===== src/rtl/testbasic23_reader.sv =====
// Consumer for the b_in/b_in2 blocking channel pair: reads unsigned then signed word,
// offers their saturated signed sum on res_out; strictly ordered phases A -> B -> C.
module testbasic23_reader #(
  parameter int                 COUNT_W       = 8,
  parameter logic [31:0]        INIT_UNSIGNED = 32'd13,
  parameter logic signed [31:0] INIT_SIGNED   = -32'sd7
) (
  input  logic               clk,
  input  logic               rst,
  input  logic [31:0]        b_in,
  input  logic               b_in_sync,
  output logic               b_in_notify,
  input  logic [31:0]        b_in2,
  input  logic               b_in2_sync,
  output logic               b_in2_notify,
  output logic [31:0]        res_out,
  input  logic               res_out_sync,
  output logic               res_out_notify,
  output logic               sat_flag,
  output logic [COUNT_W-1:0] xfer_count
);

  localparam logic [1:0] SECTION_A = 2'd0;
  localparam logic [1:0] SECTION_B = 2'd1;
  localparam logic [1:0] SECTION_C = 2'd2;

  logic [1:0]         phase;
  logic [31:0]        val_unsigned;
  logic signed [31:0] val_signed;

  logic a_fire, b_fire, c_fire;
  assign a_fire = (phase == SECTION_A) && b_in_notify    && b_in_sync;
  assign b_fire = (phase == SECTION_B) && b_in2_notify   && b_in2_sync;
  assign c_fire = (phase == SECTION_C) && res_out_notify && res_out_sync;

  // val_unsigned was captured earlier this round; the signed operand is the word arriving now
  logic signed [31:0] signed_new;
  logic signed [33:0] sum;
  logic               pos_ovf, neg_ovf;
  logic [31:0]        sum_clamped;

  assign signed_new = b_fire ? $signed(b_in2) : val_signed;
  assign sum        = $signed({2'b00, val_unsigned}) + {{2{signed_new[31]}}, signed_new};
  assign pos_ovf    = !sum[33] && (sum[32:31] != 2'b00);
  assign neg_ovf    =  sum[33] && (sum[32:31] != 2'b11);

  always_comb begin
    sum_clamped = sum[31:0];
    if (pos_ovf)      sum_clamped = 32'h7FFF_FFFF;
    else if (neg_ovf) sum_clamped = 32'h8000_0000;
  end

  always_ff @(posedge clk or posedge rst) begin
    if (rst) begin
      phase          <= SECTION_A;
      val_unsigned   <= INIT_UNSIGNED;
      val_signed     <= INIT_SIGNED;
      b_in_notify    <= 1'b1;
      b_in2_notify   <= 1'b0;
      res_out_notify <= 1'b0;
      res_out        <= 32'd0;
      sat_flag       <= 1'b0;
      xfer_count     <= '0;
    end else begin
      case (phase)
        SECTION_A: if (a_fire) begin
          val_unsigned <= b_in;
          b_in_notify  <= 1'b0;
          b_in2_notify <= 1'b1;
          phase        <= SECTION_B;
        end
        SECTION_B: if (b_fire) begin
          val_signed     <= signed_new;
          res_out        <= sum_clamped;
          sat_flag       <= pos_ovf || neg_ovf;
          b_in2_notify   <= 1'b0;
          res_out_notify <= 1'b1;
          phase          <= SECTION_C;
        end
        SECTION_C: if (c_fire) begin
          res_out_notify <= 1'b0;
          b_in_notify    <= 1'b1;
          xfer_count     <= xfer_count + 1'b1;
          phase          <= SECTION_A;
        end
        default: begin
          b_in_notify    <= 1'b1;
          b_in2_notify   <= 1'b0;
          res_out_notify <= 1'b0;
          phase          <= SECTION_A;
        end
      endcase
    end
  end

endmodule


===== config.mk =====
export PLATFORM = sky130hd
export DESIGN_NAME = testbasic23_reader
export DESIGN_NICKNAME = d
export VERILOG_FILES = /design/src/rtl/testbasic23_reader.sv
export SDC_FILE = /design/constraint.sdc
export NUM_CORES = 1
export LEC_CHECK = 0
export ABC_AREA = 1
export BUFFER_PORTS_ARGS = -buffer_cell sky130_fd_sc_hd__buf_4
export CORE_MARGIN = 4
export CORE_UTILIZATION = 28
export CTS_BUF_LIST = sky130_fd_sc_hd__clkbuf_2
export DETAILED_ROUTE_END_ITERATION = 6
export GPL_TIMING_DRIVEN = 1
export PLACE_DENSITY_LB_ADDON = 0.05
export SETUP_SLACK_MARGIN = 0.4
export SYNTH_ARGS = -nofsm -noshare
export SYNTH_HDL_FRONTEND = slang
export SYNTH_SLANG_ARGS = --single-unit

===== constraint.sdc =====
create_clock -name clk -period 7.88 [get_ports clk]
set_clock_uncertainty 0.05 [all_clocks]
set_input_delay 1.576 -clock clk [delete_from_list [all_inputs] [get_ports clk]]
set_output_delay 1.576 -clock clk [all_outputs]
set_load 0.005 [all_outputs]

---- Word level (Yosys, flattened, before mapping) ----
Cells that the tools add are included.
storage, ports and cells
  output and inout bits ................... 44
  bits in registers ....................... 110
  bits of input ports ..................... 69
cells by class
  equality and inequality tests ........... 6
  add/subtract/negate cells ............... 2
  reduce and logical (&&, ||, !) cells .... 19
  bitwise gates (word level) .............. 3
  mux-type cells .......................... 16
operator list
  kind                                                 count
  two-way mux 32 bit                                   3
  adder 33 x 32 -> 34 bit                              1
  AND reduction 3 bit                                  4
  case mux 1 bit (3 select lines)                      3
  adder 8 x 1 -> 8 bit, second input constant          1
  logical AND 1 bit                                    8
  != test 2 bit, second input constant                 4
  two-way mux 1 bit                                    6
  two-way mux 2 bit                                    3
  case mux 2 bit (3 select lines)                      1
  AND reduction 2 bit                                  3
  NOT 1 bit                                            3
  equality test 2 x 1 -> 1 bit, second input constant  1
  equality test 2 bit, second input constant           1
  logical NOT 2 bit                                    1
  nonzero test 2 bit                                   1
  logical NOT 1 bit                                    1
  logical OR 1 bit                                     1

---- Longest topological paths before layout ----
  depth after elaboration ................. 9
  gate-level depth with buffers ........... 26
  depth with buffers taken out ............ 24

---- Worst setup path after synthesis ----
OpenSTA, ideal clock, no wires.
  path type ............................... input port to flip-flop
  from .................................... input port b_in2_sync
  to ...................................... register res_out[28]
  buffers on the path ..................... 2
  data required time ...................... 7.714 ns
  arrival time ............................ 3.811 ns
  slack ................................... 3.902 ns
  stages on the path ...................... 22
  cells stage by stage .................... nand3_4 inv_2 clkbuf_1 nand2_1 nand2_1 ha_1 fa_1 nand2_1 nand2_1 nand3_1 nand2_1 nand2_1 nand2_2 nand2_1 nand2_1 nand2_1 nand4_1 nand2_4 buf_12 nand2_1 nand2_1 nand2_1
on the way
  cells in the longest elaborated chain, start to end .. 7
ends and longest elaborated chain
  element                      line  RTL
  from (decl)                  14    input logic b_in2_sync,
  logical AND 1 bit (*)        33    assign b_fire = (phase == SECTION_B) && b_in2_notify && b_in2_sync;
  two-way mux 32 bit (*)       42    assign signed_new = b_fire ? $signed(b_in2) : val_signed;
  named net signed_new[0]      37    logic signed [31:0] signed_new;
  adder 33 x 32 -> 34 bit (*)  43    assign sum = $signed({2'b00, val_unsigned}) + {{2{signed_new[31]}}, signed_new};
  != test 2 bit                45    assign neg_ovf = sum[33] && (sum[32:31] != 2'b11);
  logical AND 1 bit            45
  two-way mux 32 bit           50    else if (neg_ovf) sum_clamped = 32'h8000_0000;
  two-way mux 32 bit (*)       49    if (pos_ovf) sum_clamped = 32'h7FFF_FFFF;
  to (signal assigned)         74    res_out <= sum_clamped;
  to (decl)                    16    output logic [31:0] res_out,
Mark *: on every way through the listed nets, which the timed path passes. The rest lies on a longest branch.
A chain may end at the register's enable or synchronous reset.

---- Worst setup path after layout ----
  from .................................... input port b_in2_sync
  to ...................................... register res_out[7]
The elaborated chain is that of the path after synthesis.

==> key figures <==
Synthesis
  – Post-Syn Nets: 1104
  – Synthesized area: 6920 µm²
  – Yosys reg bits: 110
  – Post-synthesis cell type count: 36
  – Post-synthesis sequential area ratio: 40.4%
  – Warnings from Yosys: 0
  – Mean post-synth cell area: 6.93 µm²
  – Post-Synthesis Cells: 999

Clock network
  – Root buf cell: clkbuf_2
  – CTS tree: built
  – Cts bufs inserted: 9
  – Hold-fix buffers, CTS: 0
  – Worst-path clk slew: 0.34 ns
  – H-tree lvl count: 3
  – Resized cells post-CTS: 0
  – Clock Sinks: 110
  – Post-CTS Setup Bufs: 0
  – Clock buffer depth: 2
  – Clk_lat worst skew: 0.65 ns

Worst setup path
  – R2R depth: 18
  – R2R setup slack: 3.85 ns
  – Critical Path End Type: flop
  – CP max FO: 35
  – Worst r2r src: phase[1]
  – Req. time, crit path: 8.42 ns
  – Startpoint Class: primary input
  – Reg2reg end: res_out[7]
  – Worst Setup Path Type: in2reg
  – Critical Path AT: 4.91 ns

Routing
  – Drt wl/cell: 13.7 µm
  – Wirelength, routed: 19.6 mm
  – Via count: 6158
  – DRC violations left: 0
  – Remaining antenna violation count: 0
  – Drt first-iter violations: 258
  – Via density: 4.30
  – Detailed Routing Iterations Pass 1: 4

Timing
  – Slew headroom: 23.8%
  – Min Tclk post-route: 4.37 ns
  – Final hold violation count: 0
  – WHS: 0.441 ns
  – Worst-Margin Slew: 1.14 ns
  – Fin Setup TNS: 0 ns
  – Fin. max-slew vios: 0
  – RSZ-0062 raised after global routing: false
  – Peak Freq: 229 MHz
  – Number of setup violations in the final report: 0
  – Final critical-path share of the clock period: 55.5%

Layout
  – P&R area growth vs syn: 17.7%
  – Share of cells above drive strength 1: 17.5%
  – Fin util: 33.5%
  – Finished Cell Area: 8150 µm²
  – Commonest non-fill, non-tap cell in the layout: nand2_1
  – Non-Filler Instances: 1432
  – Layout net count: 1206
  – Most frequent cells in the layout: 554 x nand2_1, 116 x buf_4, 76 x dfrtp_1

Status
  – Status: complete, no violations

Flow run
  – Max-cap violations: 0

Die
  – Core Region: 24300 µm²
  – Rows: 57
  – Initial core utilization: 28.5%
  – Die Y: 165 µm
  – I/O pins: 113
  – Die width: 165 µm
  – Die area: 27300 µm²

Placement
  – Half-perimeter wire length after placement: 15.2 mm
  – IO buf count: 112
  – Dpl cells: 1414
  – GPL Wtd Cong: 0.840
  – Placed Area: 8050 µm²

GRT
  – Number of global-route vias before repair: 6084
  – First-pass GRT wire length: 31.9 mm
  – Total GRT Usage: 14.7%
  – Largest net degree at the start of global routing: 61
  – Initial antenna violation count: 1
  – Global route overflow: 0

Min path
  – Hold Path End: xfer_count[7]
  – WHS Path Cells: 1
  – Hold path startpoint: xfer_count[7]
  – Min-delay worst type: reg2reg

Power
  – Leak: 4.69 nW
  – PwrDens: 452 nW/µm²
  – Worst VDD drop: 0.000178 V
-- cell families (layout without fill, tap and decap cells) --
kind of cell,Yosys count,in the layout,synth area share (%)
AOI/OAI and AO/OA,52,52,4.17
xor gates and xnor gates,28,28,3.54
adders and majority gates,36,36,6.61
buffers and inverters,99,206,6.29
DFF,110,110,40.4
other,0,2,0
and+or+nand+nor,674,674,39.0
-- cells in the mapped netlist --
cell	instances	area share, %
o21ai_0	5	0.36
buf_2	2	0.14
a21o_1	2	0.22
nor3_2	1	0.14
and3_1	1	0.090
buf_6	6	0.98
o21a_1	1	0.11
fa_1	1	0.29
o21bai_1	8	0.87
nor2_1	47	2.5
nor3_1	12	0.87
xnor2_1	6	0.76
nand3_1	26	1.9
dfrtp_1	76	27
nor2_2	1	0.090
buf_12	1	0.29
ha_1	35	6.3
a21oi_1	35	2.5
nor2_4	1	0.16
or2_1	2	0.18
and2_1	3	0.27
nand4_1	4	0.36
nand3_2	1	0.14
nand2_4	2	0.33
nand3_4	1	0.25
inv_1	69	3.7
nand3b_1	2	0.22
clkinv_1	1	0.054
inv_2	4	0.22
xor2_1	22	2.8
nand2_1	554	30
a31oi_1	1	0.090
nor4_1	1	0.090
nand2_2	15	1.4
dfstp_2	34	13
clkbuf_1	16	0.87
-- sequential cells by signal (all words and copies together) (netlist names) --
signal,count
sat_flag,1
xfer_count,8
res_out,32
res_out_notify,1
val_signed,32
val_unsigned,32
b_in2_notify,1
phase,2
b_in_notify,1
-- final cells by class --
class	count	area [µm²]
Antenna cell	2	5.00
Clock buffer	10	50.0
Clock inverter	6	52.6
Fill cell	2774	16200
Inverter	74	280
Multi-Input combinational cell	790	3690
Sequential cell	110	2800
Tap cell	324	405
Timing Repair Buffer	116	871
-- critical path, stage by stage --
cell     delay, ns
buf_4         0.09
nand3_4       0.31
inv_2         0.64
nand2_1       0.17
nand2_1       0.10
ha_1          0.29
a21oi_1       0.37
nand2_1       0.10
a21oi_1       0.16
nand2_2       0.11
nand2_1       0.09
nand2_1       0.05
nand2_1       0.07
nand4_1       0.15
nand2_4       0.34
nand2_1       0.11
nand2_1       0.07
nand2_1       0.06
-- stage by stage --
| stage | power [mW] | setup WS, ns |
|---|---|---|
| floorplan | 2.81 | 3.41 |
| global placement | 3.49 | 2.71 |
| detailed placement | 3.47 | 2.70 |
| CTS | 3.76 | 3.48 |
| global route | 4.13 | 3.08 |
| finish | 3.68 | 3.51 |
-- layer usage --
metal	vias up	wire (µm)	track usage (%)
met3	10	914	2.41
li1	3288	-	-
met1	2740	10200	22.1
met4	0	172	3.25
met2	120	8360	22.2
met5	-	0	0
-- power breakdown --
part,total [mW],leakage [nW],internal (mW),switching (mW)
combinational,2.42,3.33,0.870,1.55
clock,0.261,0.0611,0.0484,0.213
sequential,1.00,1.31,0.860,0.145
total,3.68,4.69,1.78,1.91
-- worst max-delay path by stage --
stage / from / end / depth (start not counted)
floorplan: rst / b_in2_notify / 1
global placement: b_in2_sync / res_out[7] / 20
detailed placement: b_in2_sync / res_out[7] / 18
CTS: b_in2_sync / res_out[7] / 18
global route: b_in2_sync / res_out[10] / 18
finish: b_in2_sync / res_out[7] / 18
Power figures use the tool's default switching activity.
